===== src/rtl/cipher_seq_ctrl_if.sv =====
// Byte-loading handshake between a data/key source and the cipher sequencer.
interface cipher_seq_ctrl_if;
    logic       in_valid;
    logic       in_ready;
    logic [7:0] d_in;
    logic [7:0] key_in;

    modport master (output in_valid, output d_in, output key_in, input in_ready);
    modport slave  (input in_valid, input d_in, input key_in, output in_ready);
endinterface


===== src/rtl/cipher_seq_ctrl.sv =====
// Sequencer for a round-iterated cipher datapath: loads a low and a high half
// over a valid/ready byte handshake, then issues NUM_ROUNDS step strobes.
module cipher_seq_ctrl #(
    parameter int NUM_ROUNDS = 8
) (
    input  logic             clka,
    input  logic             restart,
    input  logic             start,
    input  logic             encode,
    input  logic             enable,
    cipher_seq_ctrl_if.slave bus,
    output logic [7:0]       d_byte,
    output logic [7:0]       key_byte,
    output logic             ld_lo,
    output logic             ld_hi,
    output logic             step,
    output logic             dir,
    output logic [3:0]       round_cnt,
    output logic             busy,
    output logic             done
);
    typedef enum logic [2:0] {IDLE, LOAD_LO, LOAD_HI, RUN, FINISH} state_t;

    localparam logic [3:0] LAST_ROUND = 4'(NUM_ROUNDS - 1);

    state_t state;
    logic   in_ready;
    logic   accept;

    assign in_ready     = (state == LOAD_LO) || (state == LOAD_HI);
    assign bus.in_ready = in_ready;
    assign accept       = bus.in_valid && in_ready;
    assign busy         = (state != IDLE);
    assign done         = (state == FINISH);

    // The cycle carrying ld_hi is already in RUN; step is held off there so
    // the datapath strobes never overlap and the high half lands before round 0.
    assign step = (state == RUN) && enable && !ld_hi;

    always_ff @(posedge clka) begin
        if (!restart) begin
            state     <= IDLE;
            d_byte    <= 8'h00;
            key_byte  <= 8'h00;
            ld_lo     <= 1'b0;
            ld_hi     <= 1'b0;
            dir       <= 1'b0;
            round_cnt <= 4'd0;
        end else begin
            ld_lo <= 1'b0;
            ld_hi <= 1'b0;
            if (accept) begin
                d_byte   <= bus.d_in;
                key_byte <= bus.key_in;
            end
            case (state)
                IDLE: begin
                    if (start) begin
                        state     <= LOAD_LO;
                        dir       <= encode;
                        round_cnt <= 4'd0;
                    end
                end
                LOAD_LO: begin
                    if (accept) begin
                        ld_lo <= 1'b1;
                        state <= LOAD_HI;
                    end
                end
                LOAD_HI: begin
                    if (accept) begin
                        ld_hi <= 1'b1;
                        state <= RUN;
                    end
                end
                RUN: begin
                    if (step) begin
                        round_cnt <= round_cnt + 4'd1;
                        if (round_cnt == LAST_ROUND) begin
                            state <= FINISH;
                        end
                    end
                end
                FINISH: begin
                    state <= IDLE;
                end
                default: begin
                    state <= IDLE;
                end
            endcase
        end
    end
endmodule


===== src/flat_wrapper.sv =====
// flat-port wrapper written by rule: the top's interface ports become plain ports
module cipher_seq_ctrl_flat 
#(
    parameter int NUM_ROUNDS = 8
)
  (clka, restart, start, encode, enable, d_byte, key_byte, ld_lo, ld_hi, step, dir, round_cnt, busy, done, bus_in_valid, bus_d_in, bus_key_in, bus_in_ready);
  cipher_seq_ctrl_if bus_i ();
  input  logic clka;
  input  logic restart;
  input  logic start;
  input  logic encode;
  input  logic enable;
  output logic [7:0] d_byte;
  output logic [7:0] key_byte;
  output logic ld_lo;
  output logic ld_hi;
  output logic step;
  output logic dir;
  output logic [3:0] round_cnt;
  output logic busy;
  output logic done;
  input wire logic [$bits(bus_i.in_valid)-1:0] bus_in_valid;
  input wire logic [$bits(bus_i.d_in)-1:0] bus_d_in;
  input wire logic [$bits(bus_i.key_in)-1:0] bus_key_in;
  output wire logic [$bits(bus_i.in_ready)-1:0] bus_in_ready;
  assign bus_i.in_valid = bus_in_valid;
  assign bus_i.d_in = bus_d_in;
  assign bus_i.key_in = bus_key_in;
  assign bus_in_ready = bus_i.in_ready;
  cipher_seq_ctrl #(.NUM_ROUNDS(NUM_ROUNDS)) u_core (.clka(clka), .restart(restart), .start(start), .encode(encode), .enable(enable), .bus(bus_i), .d_byte(d_byte), .key_byte(key_byte), .ld_lo(ld_lo), .ld_hi(ld_hi), .step(step), .dir(dir), .round_cnt(round_cnt), .busy(busy), .done(done));
endmodule

===== config.mk =====
export PLATFORM = sky130hd
export DESIGN_NAME = cipher_seq_ctrl_flat
export DESIGN_NICKNAME = d
export VERILOG_FILES = /design/src/rtl/cipher_seq_ctrl_if.sv /design/src/rtl/cipher_seq_ctrl.sv /design/src/flat_wrapper.sv
export SDC_FILE = /design/constraint.sdc
export NUM_CORES = 1
export LEC_CHECK = 0
export CORE_ASPECT_RATIO = 1.4
export CORE_MARGIN = 3
export CORE_UTILIZATION = 42
export DETAILED_ROUTE_END_ITERATION = 7
export MAX_ROUTING_LAYER = met4
export PLACE_DENSITY = 0.8
export SETUP_SLACK_MARGIN = 0.02
export SLEW_MARGIN = 10
export SYNTH_ARGS = -nofsm -noshare
export SYNTH_HDL_FRONTEND = slang
export SYNTH_SLANG_ARGS = --single-unit

===== constraint.sdc =====
create_clock -name clka -period 1.69 [get_ports clka]
set_input_delay 0.169 -clock clka [delete_from_list [all_inputs] [get_ports clka]]
set_output_delay 0.169 -clock clka [all_outputs]
set_load 0.02 [all_outputs]

==> impl_results.md <==
- Status: completed
- Routed Antenna Nets: 0
- CP arrival: 1.46 ns
- Clock sink count: 26
- Area after detailed placement: between 1500 and 2000 µm²
- Fmax: 613 MHz
- # diodes: 0
- Grt ovf: 0
- Worst-margin pin slew: around 0.37 ns
- Synth warnings: 0
- FF+latch count, synth: 26
- DIE AREA: 3630 µm²
- Initial antenna violation count: 0
- Syn-to-layout area delta: 47.2%
- Gpl congestion: just under 0.8
- H-tree levels: 1
- Horiz. Die Dim: 51.8 µm
- CP Capture Type: output port
- Total Wirelength: 2680 µm
- Unrepaired setup endpoints after global routing: true
- Leak Pwr: a little under 0.7 nW
- Via density: 4.82
- CTS tree: built
- Crit path kind: flip-flop to output port
- # setup viols final: 0
- Post-route cell area: 1810 µm²
- Vias: 1056
- First-pass GRT wire length: 4620 µm
- Setup ws final: approximately 0.059 ns
- Fin crit share: 0.965
- DR WL/cell: 12.2 µm
- Slew Viols, Final: 0
- Worst slew margin: 0.754
- Die Ht: 70.1 µm
- Syn Nets: 154
- Nets: 207
- CORE AREA: 2730 µm²
- HPWL after DPL: ~2100 µm
- I/O pins: 49
- # Max-Cap Violations: 0
- DR DRC count: 0
- Clock Skew: roughly 0.0065 ns
- Iter 0 DRT Violations: 25
- Worst Hold Class: primary input to flip-flop
- Cts hold-fix bufs: 0
- Max FO, Critical Path: 2
- Dpl ws: -0.438 ns
- Slowest stage cell, crit path: or3b_4
- Layout cells sized above 1: 0.148
- Finished Layout Cells: 219
- Startpoint Class: flip-flop
- Clock Path Buffers: 2
- CTS Buf Count: 3
- Synthesized area per cell: 9.40 µm²
- CTS clock-pin slew for the worst setup and hold paths: 0.14 ns
- # placed instances: 214
- Max VDD drop: 0.000608 V
- IO buf count: 48
- Number of detailed-route iterations in the first pass: 4
- Worst EP required: 1.52 ns
- Initial Util: 0.452
- FP Rows: 22
- Final Critical Period: around 1.6 ns
- CP cell instances: or3b_4 -> a21oi_4 -> and2_4 -> buf_6
- Gr usage total: 0.167
- Fin util: 0.665
- Clk Latency, worst-skew pair: 0.32 ns
- Worst path bufs/invs: 1
- Worst path top cell family by delay: simple AND/OR/NAND/NOR gates
- Largest stage delay, worst path: 0.41 ns
- Mapped cell area: 1230 µm²
- Maximum number of pins on one net before global-route repair: 43
- Syn Inst Count: roughly 130
- Hold Vio Cnt, Final: 0
- Post-synthesis sequential area ratio: 0.423
- PD cells: 734 nW/µm²
- Vias in the first global route: between 1000 and 1500
- Clock root buffer: clkbuf_4
- Yosys cell types: 34
-- final timing paths --
check / startpoint / end / slack (ns) / depth (start not counted)
worst max-delay path: u_core.state[0]$_SDFFE_PN0P_ / step / 0.06 / 4
worst min-delay path: bus_key_in[2] / u_core.key_byte[2]$_SDFFE_PN0P_ / 0.38 / 3
worst max register to register: u_core.round_cnt[0]$_SDFFE_PN0P_ / u_core.state[1]$_SDFFE_PN0P_ / 0.18 / 4
worst min register to register: u_core.key_byte[7]$_SDFFE_PN0P_ / u_core.key_byte[7]$_SDFFE_PN0P_ / 0.47 / 2
-- metrics by stage --
step / setup TNS (ns) / hold WS [ns] / total power [mW]
global placement: -0.400 / 0.442 / 1.03
CTS: 0 / 0.373 / 1.34
floorplan: 0 / 0.287 / 0.883
detailed placement: -0.438 / 0.450 / 1.04
finish: 0 / 0.379 / 1.33
global route: -0.00622 / 0.371 / 1.40
-- registers in the layout (all words and copies together), names as in the netlist --
name              cells
u_core.d_byte         8
u_core.key_byte       8
u_core.round_cnt      4
u_core.state          3
u_core.dir            1
u_core.ld_hi          1
u_core.ld_lo          1
-- timing repair --
action	CTS	global route
cloned	0	0
setup endpoints to repair	4	2
pin swaps	0	2
buffers inserted	0	1
gates resized for setup	11	5
-- routing by layer --
metal	vias up	global-route usage	wire [µm]
met5	-	-	0
met4	0	0.0612	42
met3	5	0.0256	127
met2	39	0.273	1320
met1	465	0.204	1190
li1	547	-	-
-- synth_stat cells --
| cell type | n | area share |
|---|---|---|
| buf_2 | 1 | 0.0041 |
| or3_1 | 1 | 0.0051 |
| buf_4 | 1 | 0.0061 |
| dfxtp_1 | 26 | 0.42 |
| nand3_1 | 3 | 0.012 |
| buf_6 | 3 | 0.027 |
| buf_8 | 1 | 0.012 |
| o21ai_0 | 1 | 0.0041 |
| nor2b_1 | 1 | 0.0051 |
| inv_1 | 1 | 0.0030 |
| or4b_1 | 2 | 0.016 |
| nand2b_1 | 3 | 0.015 |
| nor3b_1 | 1 | 0.0061 |
| clkbuf_1 | 5 | 0.015 |
| and2b_1 | 1 | 0.0061 |
| a21oi_1 | 3 | 0.012 |
| a31o_2 | 1 | 0.0071 |
| and2_1 | 1 | 0.0051 |
| o41ai_1 | 1 | 0.0071 |
| or3b_4 | 1 | 0.0091 |
| a21oi_4 | 1 | 0.013 |
| and4_1 | 1 | 0.0071 |
| nand4b_1 | 2 | 0.014 |
| nand3b_1 | 3 | 0.018 |
| nor4_1 | 1 | 0.0051 |
| nor3b_2 | 1 | 0.010 |
| xnor2_2 | 1 | 0.013 |
| ha_1 | 1 | 0.010 |
| mux2_2 | 1 | 0.0091 |
| nor2_1 | 1 | 0.0030 |
| and3b_1 | 1 | 0.0071 |
| nor3_1 | 1 | 0.0041 |
| nand2_1 | 37 | 0.11 |
| mux2i_1 | 21 | 0.17 |
-- worst reg2reg max path: cells and delay by family, from the launching register on --
kind / cells / cell delay [ns]
simple gates: 2 / 0.56
fa+ha+maj: 1 / 0.19
flops: 1 / 0.42
compound gates: 1 / 0.26
-- cells by family (layout without fill, tap and decap cells) --
| logic type | count (synthesis) | in the layout | share of synthesized area |
|---|---|---|---|
| multiplexers | 22 | 22 | 0.180 |
| buffers and inverters | 12 | 64 | 0.0681 |
| AO/OA/AOI/OAI | 7 | 7 | 0.0437 |
| adder cells (fa/ha/maj) | 1 | 1 | 0.0102 |
| AND/OR/NAND/NOR | 62 | 62 | 0.262 |
| flip-flops | 26 | 26 | 0.423 |
| XOR/XNOR | 1 | 1 | 0.0132 |
-- where the power goes --
group          switching [mW]  internal, mW
Combinational           0.163         0.190
Clock                   0.180         0.132
Sequential             0.0177         0.649
Total                   0.360         0.970
-- placed cells by master (no fill, tap or decap), drive strengths merged, types with 2 or more instances in the layout --
| master | n |
|---|---|
| nand3b | 3 |
| nand2b | 3 |
| dfxtp | 26 |
| mux2i | 21 |
| clkbuf | 5 |
| or4b | 2 |
| nand2 | 37 |
| buf | 12 |
| a21oi | 4 |
| nand3 | 3 |
| clkdlybuf4s50 | 44 |
| nand4b | 2 |
| nor3b | 2 |
| dlygate4sd2 | 2 |
-- final cells by class --
cell class	instances	area [µm²]
clock buffers	4	36.3
fillers	230	913
inverters	1	3.75
multi-input cells	93	629
flip-flops and latches	26	524
well taps	36	45.0
repair buffers	59	573
No activity file was read; power rests on OpenSTA's default activity.
==> variant (same flow settings) <==
Compare `round_cnt` against `LAST_ROUND` with >= in place of ==.
--- a/src/rtl/cipher_seq_ctrl.sv
+++ b/src/rtl/cipher_seq_ctrl.sv
@@ -76,7 +76,7 @@
                 RUN: begin
                     if (step) begin
                         round_cnt <= round_cnt + 4'd1;
-                        if (round_cnt == LAST_ROUND) begin
+                        if (round_cnt >= LAST_ROUND) begin
                             state <= FINISH;
                         end
                     end
Formal check against the unedited RTL: no difference found for any inputs over 10 cycles, from zero or initial values; that may be too few to reach the edited logic, so the function may still have changed.
==> variant against the unedited design <==
- critical path depth unchanged
- highest routed layer unchanged
- setup slack better by 82 ps
- total power down 2.1%
- wire length down 4.5%
- sequential cell count unchanged
- cell area down 2.5%
- first-iteration DRC count down 56%
- area after synthesis down 3.3%
- cell count down 2.7%
==> variant: results (changes against the unedited design) <==
[routing]
drt_iter0_drc=11  ; -56%
dr.pass1.iters=4  ; unchanged
routedWlPerCell_microns=12.0  ; -1.8%
via_per_inst=4.93  ; +2.2%

[yosys]
yosys.area_share.adder=0.0105  ; +0.000342
synth_compound_gate_area_share=0.0567  ; +0.0130
synth_mux_area_frac=0.169  ; -0.0108
synth_cell_types=33  ; -2.9%
ys_seq_area_frac=0.437  ; +0.0142
synth_fp_nets=149  ; -3.2%
ys.flop_type=dfxtp_1
synthXorXnorAreaFrac=0.00735  ; -0.00586
synth_common_cells=nand2_1, dfxtp_1, mux2i_1
async_reset_ff_frac=0  ; unchanged
ys.warnings.count=0  ; unchanged
netlist_top_cells_area=dfxtp_1, mux2i_1, nand2_1

[cells_and_area]
reg_top3=u_core.d_byte (8), u_core.key_byte (8), u_core.round_cnt (4)
fin_nets=201  ; -2.9%
nFillCells=229  ; -0.43%
antenna_cells=0  ; unchanged
drive_above_1_share=0.119  ; -0.0289

[power_and_ir_drop]
p_leak_uw=0.000703  ; +0.93%
swShare=0.262  ; -0.00863
irDropWorstVdd_uv=564  ; -7.3%

[sta]
relSlewSlack=0.783  ; +0.0281
finClkSkew_ps=6.19  ; -0.322 ps

[placed_design]
hpwl_microns=2000  ; -5.1%
place.gp.congestion=0.704  ; -10%
port_buffers=48  ; unchanged
place_ws_ps=-0.191  ; +437 ps

[hold_path]
worst_hold_path_type=input port to flop

[worst_setup_path]
critPathArrivalTime_ps=1760  ; +300 ps
crit_slowest_cell=or3b_2
critical_path.max_stage_delay_ps=480  ; +70 ps
worst_path_dominant_cell_family=simple AND/OR/NAND/NOR gates
crit_fanout=5  ; +3

[clock_network]
clk_pin_slew_ps=130
insertion_delay_ps=310
h-tree-depth=1  ; unchanged
cts_setup_buffers=0  ; unchanged
cts_root_buffer=clkbuf_4
cts_buffers=3  ; unchanged
clk_path_buf_depth=2  ; unchanged

[run_status]
status=finished, final reports clean

[grt]
grt_use_met3=0.0259  ; +0.000332
grt_usage=0.167  ; -0.000288
grt_util_met2=0.303  ; +0.0294
antenna_found_initial=0  ; unchanged
grt_pass1_vias=1104  ; +5.1%
grt_pass1_wl_microns=4610  ; -0.30%
grt_max_degree=38  ; -12%
use_met1=0.182  ; -0.0218

==> variant: cells by family (layout without fill, tap and decap cells) <==
group / Yosys count / in the layout
compound gates: 10 / 10
fa+ha+maj: 1 / 1
flops: 26 / 26
xor+xnor: 1 / 1
mux: 20 / 20
buf+inv: 10 / 61
simple gates: 58 / 58
==> variant: through the flow <==
stage	hold WS, ps	std cells	instance area [sq um]	setup TNS [ps]	power (uW)
after CTS	391	213	1770	0	1320
after global placement	443	209	1730	0	1020
final	399	213	1770	0	1300
after global routing	388	213	1770	0	1390
after detailed placement	451	209	1730	-0.191	1030
after floorplan	311	126	1190	0	872
==> variant: path summary, 6_finish.rpt <==
path	startpoint	endpoint	slack [ps]	depth (start not counted)
min	bus_key_in[1]	u_core.key_byte[1]$_SDFFE_PN0P_	400	3
max	u_core.round_cnt[0]$_SDFFE_PN0P_	u_core.state[1]$_SDFFE_PN0P_	140	4
min reg2reg	u_core.d_byte[2]$_SDFFE_PN0P_	u_core.d_byte[2]$_SDFFE_PN0P_	470	2
max reg2reg	u_core.round_cnt[0]$_SDFFE_PN0P_	u_core.state[1]$_SDFFE_PN0P_	140	4
==> variant: final cells by class <==
type	instances	area share
multi-input cells	90	0.344
repair buffers	56	0.310
flip-flops and latches	26	0.297
well taps	36	0.0255
clock buffers	4	0.0205
inverters	1	0.00212
==> variant: what timing repair did <==
action                                 4_1_cts  5_1_grt
setup endpoints to repair                    4        0
endpoints found under the hold margin        0        0
hold buffers                                 0        0
resized for setup                            7        0
==> variant: power groups by stage <==
stage / registers (uW) / logic (uW) / clock network, uW
6_report: 678 / 329 / 297
5_1_grt: 683 / 356 / 346
4_1_cts: 678 / 333 / 309
3_5_place_dp: 690 / 337 / 0
3_3_place_gp: 688 / 331 / 0
2_1_floorplan: 719 / 153 / 0
==> variant: layer usage <==
layer,vias to the layer above,routed length [microns]
met5,-,0
met4,0,12
met3,2,159
met2,40,1350
met1,475,1030
li1,533,-
==> variant: worst min-delay path, stage by stage <==
cell and delay (ps):
clkdlybuf4s50_1 390, nand2_1 60, mux2i_1 50
